===== config.mk =====
export PLATFORM = sky130hd
export DESIGN_NAME = seg_display_scan
export DESIGN_NICKNAME = d
export VERILOG_FILES = /design/src/rtl/seg_display_scan.sv
export SDC_FILE = /design/constraint.sdc
export NUM_CORES = 1
export LEC_CHECK = 0
export ABC_CLOCK_PERIOD_IN_PS = 4400
export BUFFER_PORTS_ARGS = -buffer_cell sky130_fd_sc_hd__buf_2
export CORE_ASPECT_RATIO = 1.2
export CORE_UTILIZATION = 55
export DETAILED_ROUTE_END_ITERATION = 16
export GPL_TIMING_DRIVEN = 1
export PLACE_DENSITY = 0.83
export SLEW_MARGIN = 0
export SYNTH_ARGS = -nofsm -noshare
export SYNTH_HDL_FRONTEND = slang
export SYNTH_SLANG_ARGS = --single-unit

===== constraint.sdc =====
create_clock -name clk -period 4.4 [get_ports clk]
set_clock_uncertainty 0.15 [all_clocks]
set_input_delay 0.22 -clock clk [delete_from_list [all_inputs] [get_ports clk]]
set_output_delay 0.22 -clock clk [all_outputs]
set_load 0.02 [all_outputs]

===== src/rtl/seg_display_scan.sv =====
// Multi-digit seven-segment display driver: accepts a binary value through a
// valid/ready handshake, converts it to BCD with a serial double-dabble engine,
// and time-multiplexes the stored digits onto a shared segment bus with
// one-hot digit enables, leading-zero blanking and overflow dashes.
module seg_display_scan #(
  parameter int unsigned NUM_DIGITS = 4,
  parameter int unsigned IN_WIDTH   = 14,
  parameter int unsigned SCAN_DIV   = 1000,
  parameter bit          ACTIVE_LOW = 1'b0
) (
  input  logic                  clk,
  input  logic                  rst,
  input  logic                  valid_in,
  input  logic [IN_WIDTH-1:0]   num,
  input  logic                  blank_lz,
  output logic                  ready_out,
  output logic                  done,
  output logic                  ovf,
  output logic [6:0]            seg,
  output logic [NUM_DIGITS-1:0] an
);

  function automatic int unsigned pow10(input int unsigned n);
    int unsigned p;
    p = 1;
    for (int unsigned i = 0; i < n; i++) p = p * 10;
    return p;
  endfunction

  function automatic logic [6:0] enc(input logic [3:0] d);
    case (d)
      4'd0:    return 7'b0111111;
      4'd1:    return 7'b0000110;
      4'd2:    return 7'b1011011;
      4'd3:    return 7'b1001111;
      4'd4:    return 7'b1100110;
      4'd5:    return 7'b1101101;
      4'd6:    return 7'b1111101;
      4'd7:    return 7'b0000111;
      4'd8:    return 7'b1111111;
      4'd9:    return 7'b1100111;
      default: return 7'b0000000;
    endcase
  endfunction

  // Nibbles needed for 2^IN_WIDTH-1 (0.302 slightly over-estimates log10(2)),
  // never fewer than the number of displayed digits.
  localparam int unsigned BCD_MIN = (IN_WIDTH * 302) / 1000 + 1;
  localparam int unsigned NB      = (BCD_MIN > NUM_DIGITS) ? BCD_MIN : NUM_DIGITS;
  localparam int unsigned BW      = NB * 4;
  localparam int unsigned DW      = NUM_DIGITS * 4;
  localparam int unsigned CW      = $clog2(IN_WIDTH + 1);
  localparam int unsigned PW      = (SCAN_DIV > 1) ? $clog2(SCAN_DIV) : 1;
  localparam int unsigned IW      = (NUM_DIGITS > 1) ? $clog2(NUM_DIGITS) : 1;

  localparam logic [31:0]           LIMIT    = 32'(pow10(NUM_DIGITS));
  localparam logic [6:0]            SEG_DASH = 7'b1000000;
  localparam logic [6:0]            SEG_ZERO = 7'b0111111;
  localparam logic [6:0]            SEG_POL  = {7{ACTIVE_LOW}};
  localparam logic [NUM_DIGITS-1:0] AN_POL   = {NUM_DIGITS{ACTIVE_LOW}};
  localparam logic [NUM_DIGITS-1:0] AN_RST   = NUM_DIGITS'(1) ^ AN_POL;

  typedef enum logic [1:0] {IDLE, CONV, LOAD} state_t;

  state_t                state;
  logic [IN_WIDTH-1:0]   bin_q;
  logic [BW-1:0]         bcd_q;
  logic [BW-1:0]         adj;
  logic [CW-1:0]         cnt;
  logic                  blank_q;
  logic                  ovf_pend;
  logic [DW-1:0]         disp_q;
  logic [NUM_DIGITS-1:0] mask_q;
  logic [NUM_DIGITS-1:0] mask_n;

  logic [PW-1:0]         presc;
  logic [IW-1:0]         idx;
  logic [IW-1:0]         idx_n;
  logic                  wrap;
  logic [6:0]            pat_n;
  logic [NUM_DIGITS-1:0] an_n;

  // Double-dabble correction: add 3 to every nibble that is 5 or more.
  always_comb begin
    adj = bcd_q;
    for (int unsigned i = 0; i < NB; i++) begin
      if (bcd_q[i*4 +: 4] >= 4'd5) adj[i*4 +: 4] = bcd_q[i*4 +: 4] + 4'd3;
    end
  end

  // Blank mask: a digit is blank when it and all higher displayed digits are 0.
  always_comb begin
    logic allz;
    int unsigned k;
    mask_n = '0;
    allz   = 1'b1;
    k      = 0;
    for (int unsigned j = 1; j < NUM_DIGITS; j++) begin
      k         = NUM_DIGITS - j;
      allz      = allz & (bcd_q[k*4 +: 4] == 4'd0);
      mask_n[k] = allz & blank_q;
    end
  end

  // Handshake and conversion FSM; LOAD commits digits, mask and ovf together.
  always_ff @(posedge clk or posedge rst) begin
    if (rst) begin
      state     <= IDLE;
      ready_out <= 1'b1;
      done      <= 1'b0;
      ovf       <= 1'b0;
      bin_q     <= '0;
      bcd_q     <= '0;
      cnt       <= '0;
      blank_q   <= 1'b0;
      ovf_pend  <= 1'b0;
      disp_q    <= '0;
      mask_q    <= '0;
    end else begin
      done <= 1'b0;
      case (state)
        IDLE: begin
          if (valid_in && ready_out) begin
            bin_q     <= num;
            blank_q   <= blank_lz;
            ovf_pend  <= (32'(num) >= LIMIT);
            bcd_q     <= '0;
            cnt       <= CW'(IN_WIDTH);
            ready_out <= 1'b0;
            state     <= CONV;
          end
        end
        CONV: begin
          {bcd_q, bin_q} <= {adj, bin_q} << 1;
          cnt            <= cnt - 1'b1;
          if (cnt == CW'(1)) state <= LOAD;
        end
        LOAD: begin
          disp_q    <= bcd_q[DW-1:0];
          mask_q    <= ovf_pend ? '0 : mask_n;
          ovf       <= ovf_pend;
          done      <= 1'b1;
          ready_out <= 1'b1;
          state     <= IDLE;
        end
        default: state <= IDLE;
      endcase
    end
  end

  // Next scan position and the segment pattern for the digit it selects.
  always_comb begin
    wrap  = (presc == PW'(SCAN_DIV - 1));
    idx_n = idx;
    if (wrap) idx_n = (idx == IW'(NUM_DIGITS - 1)) ? '0 : idx + 1'b1;
    an_n        = '0;
    an_n[idx_n] = 1'b1;
    if (ovf)               pat_n = SEG_DASH;
    else if (mask_q[idx_n]) pat_n = 7'b0000000;
    else                   pat_n = enc(disp_q[idx_n*4 +: 4]);
  end

  // Free-running scan; enables and segments are registered from the same index.
  always_ff @(posedge clk or posedge rst) begin
    if (rst) begin
      presc <= '0;
      idx   <= '0;
      an    <= AN_RST;
      seg   <= SEG_ZERO ^ SEG_POL;
    end else begin
      presc <= wrap ? '0 : presc + 1'b1;
      idx   <= idx_n;
      an    <= an_n ^ AN_POL;
      seg   <= pat_n ^ SEG_POL;
    end
  end

endmodule


==> impl_results.md, run 1 <==
- Setup repair bufs after CTS: 0
- Grt total ovfl: 0
- ANT nets after route: 0
- Vias: 3153
- Switching share of power: 38.3%
- Crit path setup slack, layout: 1.07 ns
- Total number of clock tree sinks: 83
- Post-Synthesis Mean Instance Area: 9.89 µm²
- Htree depth: 3
- Power share of the combinational group: 35.4%
- Yosys top cell area share: 45.3%
- Switching power: approximately 1000 µW
- Highest-count cells in the layout ignoring fill and taps: sky130_fd_sc_hd__nand2_1, sky130_fd_sc_hd__dfrtp_1, sky130_fd_sc_hd__buf_2
- Final non-filler cell total: roughly 560
- Area overhead of the layout relative to synthesis: 14.0%
- Critical path startpoint category: register
- Peak supply drop: between 0.3 and 0.4 mV
- Average wire per cell in the routed design: 14.3 µm
- Deepest clock path buffer count: 2
- Largest fanout of any net on the critical path: 9
- Die extent in y: 97.1 µm
- Starting density of the core: between 50% and 60%
- DP Worst Slack: 1.18 ns
- Die span in x: 81.2 µm
- List of cells traversed by the critical path: ha_1 > nand2_1 > nor3_2 > mux2i_1 > inv_2 > mux2i_2 > inv_2 > ha_1 > nor4_1 > a211o_1
- CTS tree: done
- Final hold vios: 0
- Core area: about 7300 µm²
- Power per cell area: 541 nW/µm²
- First drt pass iteration count: 4
- Number of nets in the final layout: 506
- Reported leakage power: 2.25 nW
- PortBufs: 31
- Data required time at the worst endpoint: 4.54 ns
- Internal power of the cells: ~1.6 mW
- Yosys cell types: 47
- Fillers: 561
- Root Driver: sky130_fd_sc_hd__clkbuf_8
- Number of cells upsized or downsized after cts: 0
- Number of antenna violations at the first check in global routing: 0
- Final TNS setup: 0 ns
- Global router's overall resource usage: 23.3%
- Max-slew headroom at the worst pin: 24.3%
- Status: finished clean
- Critical path data arrival time: 3.47 ns
- Cell types with the largest area share after synthesis: sky130_fd_sc_hd__dfrtp_1, sky130_fd_sc_hd__nand2_1, sky130_fd_sc_hd__ha_1
- Worst skew pair latency: 0.34 ns
- Cell Rows: 34
- Sequential fraction of the synthesis area: between 50% and 60%
- I/O pin count: 32
- Number of setup violations in the final report: 0
- Most common cell after layout, fill and taps aside: sky130_fd_sc_hd__nand2_1
- Kind of end point of the critical path: register
- Number of flip-flops and latches in the synthesized netlist: 83
- Relative contribution of sequential cells to total power: 46.3%
- Ratio of cells with drive above 1 in the final layout: 16.1%
- Clock-pin slew of the registers on the worst-case setup and hold paths: around 0.080 ns
- DRC violations left: 0
- Die footprint: 7890 µm²
- Number of global-route vias before repair: approximately 3200
- Synthesized netlist cell count: 419
- Detailed placement HPWL: 5440 µm
- Warnings from Yosys: 0
- Setup CP Type: register to register
- Count of flip-flops with a built-in enable after synthesis: 0
- Total detailed-routing wirelength: 8050 µm
- Count of inserted antenna diode cells: 0
- Slowest-stage cell, CP: sky130_fd_sc_hd__mux2i_1
- RSZ-0062 raised after global routing: no
- Highest cell delay on the worst timing path: between 0.5 and 0.6 ns
- Async set-or-reset flop fraction in the synthesized netlist: 100%
- Wire length of the first global-routing pass: 14000 µm
- Final core utilization: 64.9%
- Syn Nets: about 460
- First DRT Iteration DRCs: around 140
- Max Cap Violations: 0
- Maximum number of pins on one net before global-route repair: 55
- Final Max Slew Viols: 0
- R2R Setup Slk: 1.07 ns
- Clock group share of total power: 18.2%
- Measured slew at the worst slew-check pin: 1.13 ns
- Period minus WS final: around 3.3 ns
- CTS buffer count: 9
- Total Power Consumption: 2.56 mW
- Main synth FF type: sky130_fd_sc_hd__dfrtp_1
- Placed cell count: 531
- Post-route fraction of the period consumed by the critical path: between 70% and 80%
- Type of the worst min-delay path: input pin to register
- Highest Clock Rate: ~300 MHz
- Gpl congestion: 0.845
- Number of hold-repair buffers added at the cts stage: 16
- Cell taking the most area after synthesis: sky130_fd_sc_hd__dfrtp_1
- Via/cell ratio: 5.61
- Post-Synthesis Cell Area: 4140 µm²
==> critical path, delay by kind of cell, from the launching register on <==
kind / cells / cell delay (ns)
muxes: 2 / 1.09
and+or+nand+nor: 3 / 0.74
adders and majority gates: 2 / 0.43
DFF: 1 / 0.38
buffers and inverters: 2 / 0.33
AOI/OAI and AO/OA: 1 / 0.15
==> through the flow <==
step                      area [µm²]  hold WS [ns]
after floorplan                 4140         0.192
after global placement          4400         0.286
after detailed placement        4400         0.295
after CTS                       4720        0.0511
after global routing            4720        0.0881
final                           4720        0.0747
==> final timing paths <==
kind                               start    endpoint  cells past startpoint
worst max register to register  presc[0]      seg[6]                     10
worst min-delay path            valid_in   ready_out                      4
max in group asynchronous            rst   disp_q[3]                      4
worst max-delay path            presc[0]      seg[6]                     10
min in group asynchronous            rst  disp_q[12]                      3
worst min register to register  presc[0]    presc[0]                      1
==> synth_stat cells, drive strengths merged, types with 5 or more instances <==
cell    count
o21ai      29
nand2      85
dfstp       8
a21oi      12
dfrtp      75
xnor2       7
clkbuf     13
ha         20
nor2       23
o22ai      13
mux2i      22
a22oi      13
inv        22
nor3        7
nor2b       5
nand3      16
nand2b      6
==> area by class of cell <==
type | instances | area [µm²] | area share, %
flip-flops and latches | 83 | 2090 | 44.2
multi-input cells | 300 | 1930 | 40.8
repair buffers | 52 | 353 | 7.47
clock buffers | 11 | 131 | 2.78
well taps | 90 | 113 | 2.38
inverters | 22 | 83.8 | 1.77
clock inverters | 4 | 28.8 | 0.609
==> metal layers <==
metal	wire (µm)	track usage [%]
met4	139	9.20
met1	3520	28.3
met3	265	5.07
met2	4120	39.5
met5	0	0
==> power groups by stage <==
stage          sequential, mW  combinational [mW]  clock, mW
4_1_cts                  1.18               0.910      0.478
6_report                 1.18               0.905      0.466
3_3_place_gp             1.19               0.855          0
5_1_grt                  1.22                1.04      0.517
2_1_floorplan            1.18               0.685          0
3_5_place_dp             1.20               0.893          0
==> registers in the layout (all words and copies together), names as in the netlist <==
register / count
bin_q: 14
idx: 2
ready_out: 1
mask_q: 3
blank_q: 1
disp_q: 16
bcd_q: 16
an: 4
cnt: 4
state: 2
seg: 7
ovf_pend: 1
done: 1
presc: 10
ovf: 1
==> cell families after synthesis <==
kind of cell,synth area share (%)
AOI/OAI and AO/OA,12.7
xor gates and xnor gates,2.32
adders and majority gates,6.04
buffers and inverters,3.26
DFF,50.4
muxes,7.22
and+or+nand+nor,18.1
No activity file was read; power rests on OpenSTA's default activity.
==> run 2, diff against run 1 <==
Settings changed: ABC_CLOCK_PERIOD_IN_PS 4400 to 3400.
Clock period 4.4 ns to 3.4 ns, I/O delays scaled along.
==> run 2 against run 1 <==
  * Final cell count grew 1.1%
  * Maximum frequency rose by 6.4%
  * Largest cell class unchanged
  * Worst setup slack lost 0.80 ns
  * Combinational power grew 31%
  * Non-clock buffer count increased by 5
  * First-iteration DRC count rose by 19%
  * Wire length up 2.4%
  * Global-route usage is 0.10 points higher
  * Flip-flop and latch count is the same
  * Total power increased by 37%
  * Sequential share of layout area shrank 0.94 points
==> impl_results.md, run 2 (synthesis gave the netlist of run 1 again) <==
- I/O pin count: 32
- Starting density of the core: 57.0%
- Number of global-route vias before repair: 3102
- Critical path data arrival time: between 3 and 4 ns
- Final hold vios: 0
- DRC violations left: 0
- Total number of clock tree sinks: 83
- Measured slew at the worst slew-check pin: 1.09 ns
- Timing startpoint of the critical path: presc[0]
- CTS tree: done
- Grt total ovfl: 0
- Highest Clock Rate: ~320 MHz
- Worst skew pair latency: 0.35 ns
- Wire length of the first global-routing pass: between 10000 and 15000 µm
- GRT busiest layer: met2
- Max Cap Violations: 0
- Count of inserted antenna diode cells: 0
- Worst hold path depth: 2
- CTS buffer count: 9
- Die span in x: around 81 µm
- Largest fanout of any net on the critical path: 9
- Final Max Slew Viols: 0
- Detailed placement HPWL: ~5600 µm
- Worst Hold Margin: 0.333 ns
- First drt pass iteration count: 4
- Die extent in y: 97.1 µm
- Average wire per cell in the routed design: 14.5 µm
- Final TNS setup: 0 ns
- Deepest clock path buffer count: 2
- Via/cell ratio: 5.58
- Status: finished clean
- Peak supply drop: a little over 0.4 mV
- Htree depth: 3
- Start point of the worst min-delay path: bin_q[9]
- Data required time at the worst endpoint: around 3.5 ns
- Gpl congestion: 0.898
- ANT nets after route: 0
- Core area: around 7300 µm²
- Global router's overall resource usage: around a quarter
- Maximum number of pins on one net before global-route repair: 51
- Ratio of cells with drive above 1 in the final layout: about 17%
- Critical path startpoint category: register
- Largest registers ranked by flip-flop count: bcd_q x16, disp_q x16, bin_q x14
- Total detailed-routing wirelength: 8240 µm
- Most common cell after layout, fill and taps aside: sky130_fd_sc_hd__nand2_1
- Reported leakage power: 2.31 nW
- Vias: 3171
- Cell count of the worst reg-to-reg path: 10
- Type of the worst min-delay path: register to register
- Setup CP Type: register to register
- First DRT Iteration DRCs: 160
- Clock-pin slew of the registers on the worst-case setup and hold paths: 0.08 ns
- RSZ-0062 raised after global routing: no
- Number of nets in the final layout: 511
- Period minus WS final: 3.13 ns
- Power per cell area: 727 nW/µm²
- Beginning of the worst register-to-register path: presc[0]
- Die footprint: 7890 µm²
- Root Driver: sky130_fd_sc_hd__clkbuf_8
- PortBufs: 31
- Crit path setup slack, layout: 0.271 ns
- Post-route fraction of the period consumed by the critical path: around 92%
- DP Worst Slack: around 0.32 ns
- Cell Rows: 34
- R2R Path End: seg[6]
- Area overhead of the layout relative to synthesis: 16.5%
- Endpoint of the worst hold path: bin_q[9]
- Number of antenna violations at the first check in global routing: 0
- Met3 global-route usage: 5.16%
- Highest-count cells in the layout ignoring fill and taps: sky130_fd_sc_hd__nand2_1, sky130_fd_sc_hd__dfrtp_1, sky130_fd_sc_hd__buf_2
- Number of setup violations in the final report: 0
- Met2 capacity usage during global routing: between 30% and 40%
- Max-slew headroom at the worst pin: between 20 and 30%
- R2R Setup Slk: roughly 0.27 ns
- Kind of end point of the critical path: register
- Global-route track usage on met1: 28.5%
## run 2: cell types whose count changed in the layout (fill, tap and decap cells not counted), moves of 2 or more
cell,change
sky130_fd_sc_hd__buf_4,+4
sky130_fd_sc_hd__clkinvlp_4,-2
sky130_fd_sc_hd__clkbuf_8,+2
sky130_fd_sc_hd__bufinv_16,+2
## run 2: per-layer routing
metal | routed length [µm] | vias to the layer above
met1 | 3650 | 1521
met2 | 4130 | 71
met4 | 170 | 0
met3 | 286 | 14
met5 | 0 | -
li1 | - | 1565
## run 2: layout make-up
type                    instances  area [µm²]
flip-flops and latches         83        2090
clock buffers                  14         163
multi-input cells             300        1930
inverters                      22        83.8
well taps                      90         113
fillers                       561        2450
repair buffers                 57         393
clock inverters                 2        60.1
## run 2: how the worst max path moves through the flow
stage	slack, ns	cells after the start	end
after floorplan	0.39	11	seg[6]
after global placement	0.47	10	seg[6]
after detailed placement	0.32	10	seg[6]
after CTS	0.27	10	seg[6]
after global routing	0.02	10	seg[6]
final	0.27	10	seg[6]
## run 2: power breakdown
part | internal (mW) | leakage [nW] | switching, mW
logic | 0.502 | 1.16 | 0.684
clock network | 0.456 | 0.111 | 0.334
registers | 1.29 | 1.03 | 0.245
total | 2.25 | 2.31 | 1.26
## run 2: repair_timing
| action | in CTS | in global routing |
|---|---|---|
| hold buffers | 17 | 0 |
| resized for setup | 0 | 0 |
| endpoints found under the hold margin | 64 | 0 |
| buffers inserted | 0 | 0 |
## run 2: stage by stage
stage                     std cells  total power, mW  cell area (µm²)  utilization [%]
after floorplan                 419             2.41             4140                -
after global placement          535             2.65             4430             61.0
after detailed placement        535             2.72             4430             61.0
after CTS                       568             3.53             4830             66.4
after global routing            568             3.79             4830             66.4
final                           568             3.51             4830             66.4
## run 2: worst max-delay path, cell delays in order (launching register included)
cell and delay [ns]:
sky130_fd_sc_hd__dfrtp_1 0.39, sky130_fd_sc_hd__ha_1 0.21, sky130_fd_sc_hd__nand2_1 0.15, sky130_fd_sc_hd__nor4_2 0.62
sky130_fd_sc_hd__mux2i_1 0.29, sky130_fd_sc_hd__mux2i_1 0.12, sky130_fd_sc_hd__mux2i_2 0.43, sky130_fd_sc_hd__inv_2 0.08
sky130_fd_sc_hd__ha_1 0.21, sky130_fd_sc_hd__nor4_1 0.30, sky130_fd_sc_hd__a211o_1 0.15
